File: src/rtl/rr_arbiter_8.sv
// rr_arbiter_8: round-robin arbiter for 8 requesters.
// Grants are registered and one-hot, with a 3-bit encoded index. A requester
// keeps its grant while it holds req high. An optional hold timeout forcibly
// revokes long grants so that the other requesters are not starved.
module rr_arbiter_8 #(
  parameter int MAX_HOLD = 16,  // maximum grant length in cycles; 0 disables
  parameter int HOLD_W   = 16   // hold counter width; MAX_HOLD < 2**HOLD_W
) (
  input  logic       clk,
  input  logic       rst_n,
  input  logic       En,
  input  logic [7:0] req,
  output logic [7:0] grant,
  output logic [2:0] grant_idx,
  output logic       grant_valid,
  output logic       timeout
);

  typedef enum logic {IDLE, BUSY} state_t;

  localparam bit              TIMEOUT_EN = (MAX_HOLD != 0);
  localparam logic [HOLD_W-1:0] HOLD_LAST = HOLD_W'(MAX_HOLD - 1);
  localparam logic [HOLD_W-1:0] HOLD_ONE  = HOLD_W'(1);

  state_t            state;
  logic [2:0]        ptr;
  logic [HOLD_W-1:0] hold_cnt;

  logic [2:0] cand;
  logic [2:0] win_idx;
  logic       win_found;
  logic       owner_req;
  logic       timeout_hit;
  logic       release_now;

  // Circular priority scan: first set req bit starting at ptr and wrapping.
  // NOTE: every signal assigned in always_comb gets a default first, so no
  // path leaves it unassigned and no latch is inferred.
  always_comb begin
    cand      = '0;
    win_idx   = '0;
    win_found = 1'b0;
    for (int i = 0; i < 8; i++) begin
      cand = ptr + 3'(i);
      if (!win_found && req[cand]) begin
        win_found = 1'b1;
        win_idx   = cand;
      end
    end
  end

  // Release decision while BUSY; a dropped request takes precedence over
  // a timeout on the same edge, so that case is a normal release.
  always_comb begin
    owner_req   = req[grant_idx];
    timeout_hit = TIMEOUT_EN && owner_req && (hold_cnt == HOLD_LAST);
    release_now = (state == BUSY) && (!owner_req || timeout_hit);
  end

  // Arbitration FSM with all outputs registered.
  // NOTE: sequential state uses non-blocking assignments only, so every flop
  // samples pre-edge values regardless of statement order.
  always_ff @(posedge clk or negedge rst_n) begin
    if (!rst_n) begin
      state       <= IDLE;
      ptr         <= 3'd0;
      hold_cnt    <= '0;
      grant       <= 8'h00;
      grant_idx   <= 3'd0;
      grant_valid <= 1'b0;
      timeout     <= 1'b0;
    end else begin
      timeout <= 1'b0;
      case (state)
        IDLE: begin
          if (En && win_found) begin
            state       <= BUSY;
            grant       <= 8'b1 << win_idx;
            grant_idx   <= win_idx;
            grant_valid <= 1'b1;
            hold_cnt    <= '0;
          end
        end
        BUSY: begin
          if (release_now) begin
            state       <= IDLE;
            ptr         <= grant_idx + 3'd1;
            grant       <= 8'h00;
            grant_idx   <= 3'd0;
            grant_valid <= 1'b0;
            timeout     <= timeout_hit;
          end else if (hold_cnt != '1) begin
            // Saturates only when the timeout is disabled.
            hold_cnt <= hold_cnt + HOLD_ONE;
          end
        end
        default: state <= IDLE;
      endcase
    end
  end

endmodule

File: config.mk
export PLATFORM = sky130hd
export DESIGN_NAME = rr_arbiter_8
export DESIGN_NICKNAME = d
export VERILOG_FILES = /design/src/rtl/rr_arbiter_8.sv
export SDC_FILE = /design/constraint.sdc
export NUM_CORES = 1
export LEC_CHECK = 0
export CAP_MARGIN = 5
export CORE_MARGIN = 5
export CORE_UTILIZATION = 37
export CTS_CLUSTER_SIZE = 10
export DETAILED_ROUTE_END_ITERATION = 10
export MAX_ROUTING_LAYER = met4
export SETUP_SLACK_MARGIN = 0.3
export SLEW_MARGIN = 25
export SYNTH_ARGS = -nofsm -noshare
export SYNTH_HDL_FRONTEND = slang
export SYNTH_SLANG_ARGS = --single-unit
File: constraint.sdc
create_clock -name clk -period 4.3 [get_ports clk]
set_input_delay 1.29 -clock clk [delete_from_list [all_inputs] [get_ports clk]]
set_output_delay 1.29 -clock clk [all_outputs]
set_load 0.02 [all_outputs]
* Word level (Yosys, flattened, before mapping) *
Cells that the tools add are included.

storage, ports and cells
  register bits = 33
  bits of input ports = 11
  output and inout bits = 13
  word-level logic and storage cells = 107

cells by class
  $add $sub $neg = 9
  $lt $le $gt $ge = 9
  eq/ne operators = 6
  shifts and indexed selects = 1
  muxes and demuxes = 52
  bitwise operators = 1
  reductions and logical operators = 22

operators with widths
  kind                                                        count
  two-way mux 16 bit                                          3
  less-than comparator 3 x 4 -> 1 bit, second input constant  9
  one-hot mux 16 bit (2 select lines)                         1
  two-way mux 3 bit                                           10
  binary-select mux 1 bit (select 3 bit)                      9
  two-way mux 1 bit                                           23
  adder 16 x 1 -> 16 bit, second input constant               1
  equality test 16 x 4 -> 1 bit, second input constant        1
  two-way mux 8 bit                                           2
  inequality test 16 bit, second input constant               1
  one-hot mux 8 bit (2 select lines)                          1
  adder 3 bit, second input constant                          4
  logical AND 1 bit                                           10
  logical NOT 1 bit                                           8
  << shifter 1 x 3 -> 8 bit, first input constant             1
  adder 3 x 1 -> 3 bit, second input constant                 2
  adder 3 x 2 -> 3 bit, second input constant                 2
  one-hot mux 3 bit (2 select lines)                          1
  inequality test 2 x 1 -> 1 bit, second input constant       2
  inequality test 2 bit, second input constant                2
  one-hot mux 1 bit (2 select lines)                          2
  AND reduction 2 bit                                         2
  AND reduction 3 bit                                         1
  logical OR 1 bit                                            1
  inverter 1 bit                                              1

* Longest topological paths before layout *
Gate-level depths: netlist of the first run.

  depth after elaboration = 27
  gate-level depth with buffers = 15
  gate-level depth less buffers = 10

* Worst setup path before layout of the first run *
Ideal clock, no wire load.

  path kind = register to register
  start = register ptr[1]
  end = register grant[7]
  library setup time = 0.079 ns
  arrival time = 3.648 ns
  required time = 4.221 ns
  slack = 0.573 ns
  cell stages (with the launch flop) = 14
  path buffers = 4
  period minus slack after synthesis = 3.727 ns
  path through = dfrtp_1 clkbuf_1 buf_1 inv_1 ha_1 buf_2 buf_2 mux2_2 a2bb2oi_1 nand4_1 or3b_1 a32o_1 or3b_1 o2bb2ai_1

on the way
  cells in the longest elaborated chain, start to end = 27
  elaborated cells on any way between the ends = 59
  classes of those cells = add/sub: 7; eq/ne: 1; shift: 1; mux: 34; reduce/logical: 16

RTL lines
  item                                                                           line  source
  start, declared                                                                26    logic [2:0] ptr;
  start signal, assigned                                                         87    ptr <= grant_idx + 3'd1;
  parallel branches: the longest is 27 deep, another holds adder 3 x 1 -> 3 bit  -
  end signal, assigned                                                           78    grant <= 8'b1 << win_idx;
  end, declared                                                                  13    output logic [7:0] grant,

Parallel ways; which one is timed is not known. The select of a mux whose other input is x is not followed.
A chain may end at the register's enable or synchronous reset.

* Worst setup path after layout of the first run *
  start = input req[7]
  end = register grant[7]

on the way
  cells in the longest elaborated chain, start to end = 27
  elaborated cells on any way between the ends = 59
  classes of those cells = eq/ne: 2; shift: 1; mux: 36; reduce/logical: 20

RTL lines
  item                                                                       line    source
  start, declared                                                            12      input logic [7:0] req,
  binary-select mux 1 bit (select 3 bit)                                     45      if (!win_found && req[cand]) begin
  two-way mux 1 bit (implied by the code)                                    45
  two-way mux 1 bit                                                          45
  logical NOT 1 bit                                                          45
  logical AND 1 bit                                                          45
  two-way mux 1 bit                                                          45
  logical NOT 1 bit                                                          45
  logical AND 1 bit                                                          45
  [11 not listed]                                                            -
  logical AND 1 bit                                                          45
  two-way mux 1 bit                                                          45
  logical NOT 1 bit                                                          45
  logical AND 1 bit                                                          45
  two-way mux 3 bit or two-way mux 1 bit (tied branches)                     45
  << shifter 1 x 3 -> 8 bit or logical AND 1 bit (tied branches)             78, 76
  two-way mux 8 bit or inequality test 2 bit (tied branches)                 -
  one-hot mux 8 bit (2 select lines) or AND reduction 2 bit (tied branches)  -

Several ways; a longest one is shown, not always the timed one. The select of a mux whose other input is x is not followed.

==> results of run 1 <==
[flip-flops by register name, indices dropped and copies added, names as in the netlist]
register	count
grant	8
grant_idx	3
grant_valid	1
hold_cnt	16
ptr	3
state	1
timeout	1
[layout make-up]
| class | instances | area [um^2] | share of cell area |
|---|---|---|---|
| clock buffer | 6 | 82.58 | 0.02575 |
| clock inverter | 2 | 13.76 | 0.004292 |
| inverter | 7 | 26.28 | 0.008194 |
| timing repair buffer | 55 | 473.0 | 0.1475 |
| tap | 96 | 120.1 | 0.03746 |
| sequential | 33 | 825.8 | 0.2575 |
| multi-input combinational | 208 | 1665 | 0.5193 |
[final timing paths]
check	to	slack, ps	depth (start not counted)
worst max-delay path	grant[7]$_DFFE_PN0P_	380	8
worst min register to register	grant[4]$_DFFE_PN0P_	490	1
max in group asynchronous	timeout$_DFF_PN0_	2590	2
worst min-delay path	grant[4]$_DFFE_PN0P_	490	1
min in group asynchronous	hold_cnt[7]$_DFFE_PN0P_	1390	2
worst max register to register	grant[7]$_DFFE_PN0P_	770	9
[metal layers]
metal  track usage  part of all wire
met1        0.2131              0.45
met2        0.2692              0.50
met3       0.02574             0.033
met4       0.05006             0.013
met5             -                 0
[where the power goes]
group          internal [mW]  total [mW]  switching, mW
registers              0.385       0.484         0.0992
clock network          0.130       0.245          0.116
logic                  0.781        1.60          0.820
total                   1.30        2.33           1.04
[cell families (layout without fill, tap and decap cells)]
logic type,Yosys count,after routing,share of synthesized area
muxes,32,32,0.2013
AOI/OAI and AO/OA,48,48,0.1439
adders and majority gates,4,4,0.01945
xor gates and xnor gates,17,17,0.05785
DFF,33,33,0.3209
buffers and inverters,22,70,0.03695
and+or+nand+nor,107,107,0.2197
[cell usage in the layout, fill, tap and decap left out, drive strengths merged, types with 9 or more instances in the layout]
master	n
xnor2	12
nor3	11
mux2i	10
nand3	14
mux4	13
clkdlybuf4s50	16
nor2	24
buf	32
mux2	9
dfrtp	33
nand2	17
[critical path: cells and delay by family]
family	cells	cell delay, ps
AND/OR/NAND/NOR	3	1190
multiplexers	2	810
AO/OA/AOI/OAI	2	420
buffers and inverters	1	440
[metrics by stage]
step           utilization  area [um^2]  worst slack [ps]  setup TNS (ps)  hold slack (ps)
3_3_place_gp        0.4534         3080            -32.37          -64.46            485.1
5_1_grt             0.4720         3207             279.8               0            517.7
2_1_floorplan            -         2574             573.1               0            466.9
6_report            0.4720         3207             379.1               0            490.1
4_1_cts             0.4676         3177             305.6               0            497.1
3_5_place_dp        0.4534         3080            -87.93          -199.1            483.8
[what timing repair did]
action / in CTS / in global routing
hold endpoints to repair: 0 / 0
endpoints found under the setup margin: 3 / 18
resized for setup: 6 / 7
pin swaps: 0 / 1
buffers inserted: 1 / 1
==> flow_metrics.py, run 1 <==
metrics = {
    "outcome": {
        "status": "completed",
    },
    "grt": {
        "grt.overflow.total": 0,
        "grt_usage": 0.1655,
        "grt_start_max_net_pins": 34,
        "antenna_found_initial": 0,
        "grt_pass1_wl_um": 11230,
        "first_global_vias": 2246,
    },
    "synth": {
        "syn_nets": 278,
        "synth_common_cells": "dfrtp_1 (33), nor2_1 (24), nand2_1 (17)",
        "synth_area_um2": 2574,
        "synth_top_area_share": 0.3209,
        "syn_area_per_cell_um2": 9.786,
        "synth-edff-count": 0,
        "synthCells": 263,
        "ys.flop_type": "dfrtp_1",
        "yosysUniqueCellTypes": 60,
        "ys_seq_elements": 33,
        "synthArstFlopShare": 1.000,
        "synth-seq-area-share": 0.3209,
        "ys_warn_count": 0,
        "synth_area_leaders": "dfrtp_1 (32%), mux4_2 (8.8%), xnor2_1 (4.1%), mux2_2 (3.9%), mux2i_1 (3.5%)",
        "synth.most_common_cell": "dfrtp_1",
        "netlist.top_cell.by_area": "dfrtp_1",
    },
    "detailed_routing": {
        "via_per_inst": 5.651,
        "routedWlPerCell_um": 16.34,
        "drc": 0,
        "num_vias": 2300,
        "routed_wl_um": 6652,
        "drt_iter0_drc": 92,
        "final_antenna_net_count": 0,
        "drt-pass1-iter-count": 4,
    },
    "critical_path": {
        "crit_path_cell_trace": "clkdlybuf4s50_1, mux4_2, mux2_2, or3b_4, or3b_1, a32o_2, or3b_4, o2bb2ai_1",
        "cp_slowest_cell": "mux4_2",
        "r2r-start": "ptr[0]$_DFFE_PN0P_",
        "arrival_ps": 4140,
        "crit_fanout": 5,
        "startpoint_type": "input pin",
        "crit_path_frequent_cell": "or3b_4",
        "crit_required_ps": 4520,
        "crit_type": "input pin to register",
        "cp-end-kind": "register",
        "critPathLaunch": "req[7]",
        "slowest_delay_ps": 520,
    },
    "floorplanning": {
        "dieArea_um2": 8724,
        "initial_utilization": 0.3788,
        "die_w_um": 93.40,
        "fp.dieH_um": 93.40,
        "ioPinCount": 24,
        "rows": 30,
        "core_um2": 6794,
    },
    "timing": {
        "tightestPinTransition_ps": 713.0,
        "slew_headroom": 0.5246,
        "finalSetupViolCount": 0,
        "clock.fmax_ghz": 0.2550,
        "min_period_ps": 3921,
        "finClkSkew_ps": 11.62,
        "final_max_slew_viol_count": 0,
        "rsz0062_at_grt": "yes",
        "post-route-period-util": 0.9118,
        "final-hold-violation-count": 0,
    },
    "clock_tree": {
        "htreeDepth": 2,
        "hold_buffers": 0,
        "cts_tree": "built",
        "cts_buffer_depth": 2,
        "cts.sinks": 33,
        "clk_latency_ps": 290,
        "clock_tree.root_cell": "clkbuf_8",
        "cts_inserted_buffers": 5,
        "clkTransAtPathRegs_ps": 70,
    },
    "placement": {
        "portBuffers": 23,
        "place.gp.congestion": 0.9184,
        "dp.cells": 397,
        "hpwl_um": 4934,
    },
    "cells_and_area": {
        "syn2layout_area_growth_pct": 24.60,
        "fill_cells": 646,
        "final_nets": 325,
        "drive_above_1_share": 0.2347,
        "n_antenna_cell": 0,
        "finalNonFillerCells": 407,
    },
    "pwr": {
        "ir_worst_vdd_mv": 0.2928,
        "power_mw": 2.331,
        "pwr_density_cell_nw_per_um2": 726.9,
        "leakage_nw": 1.338,
    },
    "hold_path": {
        "min_path_type": "register to register",
        "hold_start": "grant[4]$_DFFE_PN0P_",
    },
    "job": {
        "cap_violations": 0,
    },
}
No activity file was read; power rests on OpenSTA's default activity.
==> run 2: changes to the inputs <==
Settings changed: CAP_MARGIN 5 to 10, HOLD_SLACK_MARGIN set to 0.15.
==> results of run 2 <==
No change in the layout: final DEF, timing and power equal those of run 1.
==> run 3: changes to the inputs <==
Settings changed: CAP_MARGIN 10 to 25.
==> results of run 3 <==
No change in the layout: final DEF, timing and power equal those of run 1.
